==> src/rtl/discus_pkg.sv <==
// Shared state encoding and snoop-mode constants for the discus program loader.
// The VERIFY state only exists when DISCUS_LOADER_VERIFY_EN is defined.
package discus_pkg;

    localparam logic SNOOP_WR = 1'b0;
    localparam logic SNOOP_RD = 1'b1;

`ifdef DISCUS_LOADER_VERIFY_EN
    typedef enum logic [1:0] {
        IDLE   = 2'd0,
        LOAD   = 2'd1,
        VERIFY = 2'd2,
        RUN    = 2'd3
    } state_e;
`else
    typedef enum logic [1:0] {
        IDLE   = 2'd0,
        LOAD   = 2'd1,
        RUN    = 2'd3
    } state_e;
`endif

endpackage

==> src/rtl/discus_csum8.sv <==
// 8-bit wrap-around additive checksum with synchronous clear and add enable.
module discus_csum8 (
    input  logic       clk,
    input  logic       reset_n,
    input  logic       clr_i,
    input  logic       add_i,
    input  logic [7:0] data_i,
    output logic [7:0] sum_o
);

    logic [7:0] sum_q;

    always_ff @(posedge clk or negedge reset_n) begin
        if (!reset_n) begin
            sum_q <= '0;
        end else if (clr_i) begin
            sum_q <= '0;
        end else if (add_i) begin
            sum_q <= sum_q + data_i;
        end
    end

    assign sum_o = sum_q;

endmodule

==> src/rtl/discus_loader.sv <==
// Streams a program into the discus CPU through its snoop port, holding the CPU in reset
// until the image is loaded. Optional read-back check: define DISCUS_LOADER_VERIFY_EN.
module discus_loader
    import discus_pkg::*;
#(
    parameter int MAX_LEN = 256
) (
    input  logic       clk,
    input  logic       reset_n,
    input  logic       start,
    input  logic       in_valid,
    output logic       in_ready,
    input  logic [7:0] in_data,
    input  logic       in_last,
    output logic       cpu_reset,
    output logic [7:0] snoopa,
    output logic [7:0] snoopd,
    output logic       snoopp,
    output logic       snoopm,
    input  logic [7:0] snoopq,
    output logic       busy,
    output logic       done,
    output logic       error,
    output logic [8:0] count
);

    localparam logic [8:0] MAX_CNT = 9'(MAX_LEN);

    state_e     state_q, state_d;
    // count_q doubles as the write address of the next accepted byte.
    logic [8:0] count_q, count_d;
    logic       stop_q, stop_d;
    logic       abort_q, abort_d;
    logic       error_q, error_d;
    logic       cpu_reset_q, cpu_reset_d;
    logic       snoopp_q, snoopp_d;
    logic [7:0] snoopa_q, snoopa_d;
    logic [7:0] snoopd_q, snoopd_d;
    logic       csum_clr;
    logic       accept;
    logic [7:0] wr_sum;

    assign in_ready = (state_q == LOAD) && !stop_q;
    assign accept   = in_valid && in_ready;

    discus_csum8 u_wr_csum (
        .clk     (clk),
        .reset_n (reset_n),
        .clr_i   (csum_clr),
        .add_i   (accept),
        .data_i  (in_data),
        .sum_o   (wr_sum)
    );

`ifdef DISCUS_LOADER_VERIFY_EN
    logic       snoopm_q, snoopm_d;
    logic [8:0] rd_cnt_q, rd_cnt_d;
    logic       rd_add_q;
    logic [7:0] rd_sum;

    discus_csum8 u_rd_csum (
        .clk     (clk),
        .reset_n (reset_n),
        .clr_i   (csum_clr),
        .add_i   (rd_add_q),
        .data_i  (snoopq),
        .sum_o   (rd_sum)
    );
`else
    logic snoopq_unused;
    assign snoopq_unused = ^snoopq;
`endif

    always_comb begin
        state_d  = state_q;
        count_d  = count_q;
        stop_d   = stop_q;
        abort_d  = abort_q;
        error_d  = error_q;
        snoopp_d = 1'b0;
        snoopa_d = snoopa_q;
        snoopd_d = snoopd_q;
        csum_clr = 1'b0;
`ifdef DISCUS_LOADER_VERIFY_EN
        snoopm_d = snoopm_q;
        rd_cnt_d = rd_cnt_q;
`endif
        case (state_q)
            IDLE, RUN: begin
                if (start) begin
                    state_d  = LOAD;
                    count_d  = '0;
                    stop_d   = 1'b0;
                    abort_d  = 1'b0;
                    error_d  = 1'b0;
                    csum_clr = 1'b1;
`ifdef DISCUS_LOADER_VERIFY_EN
                    rd_cnt_d = '0;
`endif
                end
            end
            LOAD: begin
                // stop_q marks the strobe cycle of the final byte; leave once it is out.
                if (stop_q) begin
`ifdef DISCUS_LOADER_VERIFY_EN
                    state_d = abort_q ? IDLE : VERIFY;
`else
                    state_d = abort_q ? IDLE : RUN;
`endif
                end else if (accept) begin
                    snoopp_d = 1'b1;
`ifdef DISCUS_LOADER_VERIFY_EN
                    snoopm_d = SNOOP_WR;
`endif
                    snoopa_d = count_q[7:0];
                    snoopd_d = in_data;
                    count_d  = count_q + 9'd1;
                    if (in_last) begin
                        stop_d = 1'b1;
                    end else if (count_q + 9'd1 == MAX_CNT) begin
                        stop_d  = 1'b1;
                        abort_d = 1'b1;
                        error_d = 1'b1;
                    end
                end
            end
`ifdef DISCUS_LOADER_VERIFY_EN
            VERIFY: begin
                // Compare only after the last read strobe's data has been summed.
                if (rd_cnt_q != count_q) begin
                    snoopp_d = 1'b1;
                    snoopm_d = SNOOP_RD;
                    snoopa_d = rd_cnt_q[7:0];
                    rd_cnt_d = rd_cnt_q + 9'd1;
                end else if (!snoopp_q && !rd_add_q) begin
                    if (rd_sum == wr_sum) begin
                        state_d = RUN;
                    end else begin
                        error_d = 1'b1;
                        state_d = IDLE;
                    end
                end
            end
`endif
            default: state_d = IDLE;
        endcase
        // The CPU is released only on the second consecutive cycle spent in RUN.
        cpu_reset_d = !((state_q == RUN) && (state_d == RUN));
    end

    always_ff @(posedge clk or negedge reset_n) begin
        if (!reset_n) begin
            state_q     <= IDLE;
            count_q     <= '0;
            stop_q      <= 1'b0;
            abort_q     <= 1'b0;
            error_q     <= 1'b0;
            cpu_reset_q <= 1'b1;
            snoopp_q    <= 1'b0;
            snoopa_q    <= '0;
            snoopd_q    <= '0;
        end else begin
            state_q     <= state_d;
            count_q     <= count_d;
            stop_q      <= stop_d;
            abort_q     <= abort_d;
            error_q     <= error_d;
            cpu_reset_q <= cpu_reset_d;
            snoopp_q    <= snoopp_d;
            snoopa_q    <= snoopa_d;
            snoopd_q    <= snoopd_d;
        end
    end

`ifdef DISCUS_LOADER_VERIFY_EN
    always_ff @(posedge clk or negedge reset_n) begin
        if (!reset_n) begin
            snoopm_q <= SNOOP_WR;
            rd_cnt_q <= '0;
            rd_add_q <= 1'b0;
        end else begin
            snoopm_q <= snoopm_d;
            rd_cnt_q <= rd_cnt_d;
            rd_add_q <= snoopp_q && (snoopm_q == SNOOP_RD);
        end
    end

    assign snoopm = snoopm_q;
`else
    assign snoopm = SNOOP_WR;
`endif

    assign cpu_reset = cpu_reset_q || ((state_q == RUN) && start);
    assign snoopp    = snoopp_q;
    assign snoopa    = snoopa_q;
    assign snoopd    = snoopd_q;
    assign busy      = (state_q == LOAD)
`ifdef DISCUS_LOADER_VERIFY_EN
                       || (state_q == VERIFY)
`endif
                       ;
    assign done      = (state_q == RUN);
    assign error     = error_q;
    assign count     = count_q;

endmodule

==> config.mk <==
export PLATFORM = sky130hd
export DESIGN_NAME = discus_loader
export DESIGN_NICKNAME = d
export VERILOG_FILES = /design/src/rtl/discus_pkg.sv /design/src/rtl/discus_csum8.sv /design/src/rtl/discus_loader.sv
export SDC_FILE = /design/constraint.sdc
export NUM_CORES = 1
export LEC_CHECK = 0
export CAP_MARGIN = 10
export CORE_MARGIN = 5
export CORE_UTILIZATION = 45
export CTS_CLUSTER_DIAMETER = 80
export DETAILED_ROUTE_END_ITERATION = 8
export DONT_BUFFER_PORTS = 1
export PLACE_DENSITY = 0.67
export SLEW_MARGIN = 10
export SYNTH_ARGS = -nofsm -noshare
export SYNTH_HDL_FRONTEND = slang
export SYNTH_SLANG_ARGS = --single-unit
==> constraint.sdc <==
create_clock -name clk -period 1.9 [get_ports clk]
set_clock_uncertainty 0.1 [all_clocks]
set_input_delay 0.19 -clock clk [delete_from_list [all_inputs] [get_ports clk]]
set_output_delay 0.19 -clock clk [all_outputs]
set_load 0.05 [all_outputs]
==> qor.csv <==
stage,metric,value,unit
drt,TritonRoute pass-1 iters,4,
sta,Max Slew Vio Count,0,
layout,final non-filler cell total,245,
power_and_ir_drop,sequential share of power,49.4,%
logic_synthesis,Mapped Area,1520,sq um
sta,Slew HR,64.5,%
clocking,Clock Sinks,31,
critical_path,R2R depth,6,
critical_path,r2r endpoint,error,
logic_synthesis,Mapped Nets,195,
drt,Detail Route Antenna Nets,0,
logic_synthesis,post-synthesis compound-gate area fraction,14.9,%
die,die area,4630,sq um
logic_synthesis,top-count cell post-synth,nand2_1,
power_and_ir_drop,Tot Pwr,0.00273,W
clocking,Clock transition at path regs,90,ps
global_route,initial antenna violation count,0,
critical_path,Setup crit end kind,register,
place,gpl congestion,0.890,
place,Port Buffer Count,0,
layout,filler instances,309,
critical_path,CP startpoint,state_q[0],
critical_path,R2R Setup Slk,140,ps
die,core region area,3310,sq um
power_and_ir_drop,Leakage,0.907,nW
die,I/O pin count,53,
die,Starting Density,45.8,%
logic_synthesis,syn avg cell area,8.97,sq um
sta,f_max,569,MHz
layout,share of cells above drive strength 1,17.6,%
hold_path,Hold Crit Class,input port to register,
drt,"wirelength, routed",3530,microns
logic_synthesis,top post-synthesis cells by area,"dfrtp_1 50%, nand2_1 15%, o21ai_0 5.0%",
job,Max-Cap Viols,0,
power_and_ir_drop,Sw Ratio,52.0,%
logic_synthesis,"Seq/Total Area, Yosys",51.2,%
power_and_ir_drop,Logic pwr share,37.3,%
clocking,clk root buf,clkbuf_4,
clocking,Clock Tree Buf Depth,2,
layout,area taken by multi-input logic gates,714,sq um
logic_synthesis,number of synthesized flops with an enable pin,0,
layout,final net count,224,
power_and_ir_drop,Int Pwr,0.00131,W
die,Die X,68.1,microns
logic_synthesis,Synth area leader,dfrtp_1,
layout,sequential cell area,779,sq um
logic_synthesis,Syn. warnings,0,
layout,Final Cell Area,1870,sq um
layout,n_diodes,0,
logic_synthesis,adder-cell share of the synthesized area,4.13,%
drt,DR DRC count,0,
sta,Tmin final,1760,ps
drt,vias per inst,5.27,
critical_path,kind of critical path,register to register,
logic_synthesis,synth unique cells,39,
power_and_ir_drop,Power Dens Cells,1460,nW/um^2
drt,First DRT Iteration DRCs,53,
layout,Area Growth Syn to Fin,23.3,%
logic_synthesis,Mapped Cells,169,
logic_synthesis,Synth top cells by count,"61 x nand2_1, 30 x dfrtp_1, 15 x o21ai_0",
drt,DR vias,1290,
clocking,TritonCTS Buffers,5,
critical_path,critical path endpoint,error,
layout,fin util,56.5,%
sta,# setup viols final,0,
run_status,outcome,finished clean,
critical_path,r2r startpoint,state_q[0],
global_route,largest net degree at the start of global routing,32,
global_route,GRT Util Overall,17.0,%
logic_synthesis,post-synthesis mux area share,0,%
sta,Worst-Margin Slew,532,ps
global_route,vias in the first global route,1258,
critical_path,CP Data Arrival Time,1880,ps
place,dpl hpwl,2510,microns
clocking,CTS tree,done,
sta,RSZ-0062 raised after global routing,false,
logic_synthesis,ys flop type,dfrtp_1,
clocking,H-Tree Depth,2,
logic_synthesis,simple-gate share of the synthesized area,25.4,%
power_and_ir_drop,Clk pwr share,13.3,%
global_route,first-pass GRT wire length,5840,microns
critical_path,worst-path fanout max,9,
global_route,grt ovf,0,
sta,Final Hold Fails,0,
critical_path,CP Launch Type,register,
logic_synthesis,Synth Register Bits,31,
logic_synthesis,Synth Area in XOR/XNOR,1.16,%
place,Area after DPL,1680,sq um
die,cell row count,21,
place,placed instance count,225,
drt,drt wl/cell,14.4,microns
clocking,clock insertion delay at the later pin of the skew report,320,ps
logic_synthesis,top cell type's share of synthesized area,49.5,%
sta,post-route setup TNS,0,ps
power_and_ir_drop,Peak VDD IR,1.05,mV
logic_synthesis,"FFs w/ async S/R, synth",100,%
power_and_ir_drop,Net Switching,0.00142,W
logic_synthesis,largest family of logic cells by synthesized area,simple AND/OR/NAND/NOR gates,
critical_path,Critical Path RT,2020,ps
die,Die Span Y,68.1,microns
sta,period utilisation layout,92.6,%
## power groups by stage
stage          combinational, W  clock, W  sequential (W)
2_1_floorplan          0.000712         0         0.00140
5_1_grt                 0.00112  0.000413         0.00138
6_report                0.00102  0.000363         0.00135
3_3_place_gp           0.000943         0         0.00135
3_5_place_dp           0.000970         0         0.00137
4_1_cts                 0.00101  0.000373         0.00135
## per-layer routing
metal  share of wire, %  up-vias  track usage, %  wire [microns]
met5                  0        -               0               0
met4                1.2        0            4.71              42
met3                9.5        7            7.55             334
met2                 50       45            28.9            1750
met1                 40      613            19.1            1400
li1                   -      625               -               -
## state kept, by name, indices dropped and copies added (netlist names)
signal       count
snoopa           8
snoopp           1
count            9
cpu_reset_q      1
state_q          2
stop_q           1
snoopd           8
error            1
## layout by cell type, fill, tap and decap left out, types with 2 or more instances in the layout
| master | count |
|---|---|
| clkbuf_4 | 5 |
| o22ai_1 | 2 |
| buf_4 | 14 |
| clkbuf_1 | 2 |
| dfrtp_1 | 28 |
| dlygate4sd3_1 | 11 |
| a21oi_1 | 5 |
| o21ai_1 | 2 |
| buf_12 | 2 |
| dfrtp_2 | 2 |
| nor2_1 | 6 |
| nand2_1 | 61 |
| o21ai_0 | 15 |
| o211ai_1 | 3 |
| nand2b_1 | 2 |
| nand3_1 | 4 |
| o31ai_1 | 2 |
| nor2b_1 | 2 |
| ha_1 | 3 |
| and3_1 | 2 |
## critical path, stage by stage, from the launching register on
cell,delay (ps)
dfrtp_1,450
inv_1,70
ha_1,340
and2b_1,230
o21ai_4,270
a211o_1,140
o21ai_1,60
## repair_timing
action,in CTS,in global routing
resized for setup,0,3
setup buffers,0,0
setup endpoints to repair,0,3
endpoints found under the hold margin,41,0
hold buffers,12,0
## area by class of cell
cell class | count | area share (%)
clock buffer | 7 | 2.41
clock inverter | 1 | 0.268
inverter | 3 | 0.736
multi-input combinational | 130 | 38.2
sequential | 31 | 41.7
tap | 46 | 3.08
timing repair buffer | 27 | 13.6
## how the worst min path moves through the flow
stage	startpoint	end	slack (ps)	cells past startpoint
3_5_place_dp	reset_n	snoopp	-200	0
4_1_cts	start	state_q[1]	5	3
6_report	start	cpu_reset_q	30	3
5_1_grt	start	state_q[1]	30	3
3_3_place_gp	reset_n	snoopp	-200	0
2_1_floorplan	reset_n	count[0]	-210	0
## stage by stage
| stage | hold slack [ps] | setup slack, ps |
|---|---|---|
| 2_1_floorplan | -206 | -82.1 |
| 3_3_place_gp | -204 | 160 |
| 3_5_place_dp | -205 | 123 |
| 4_1_cts | 4.62 | 103 |
| 5_1_grt | 28.2 | 4.56 |
| 6_report | 27.4 | 141 |
## cells by family after synthesis
family,count (synthesis)
compound gates,36
xor+xnor,2
fa+ha+maj,5
buf+inv,8
flops,31
other cells,1
simple gates,86
Power figures use the tool's default switching activity.
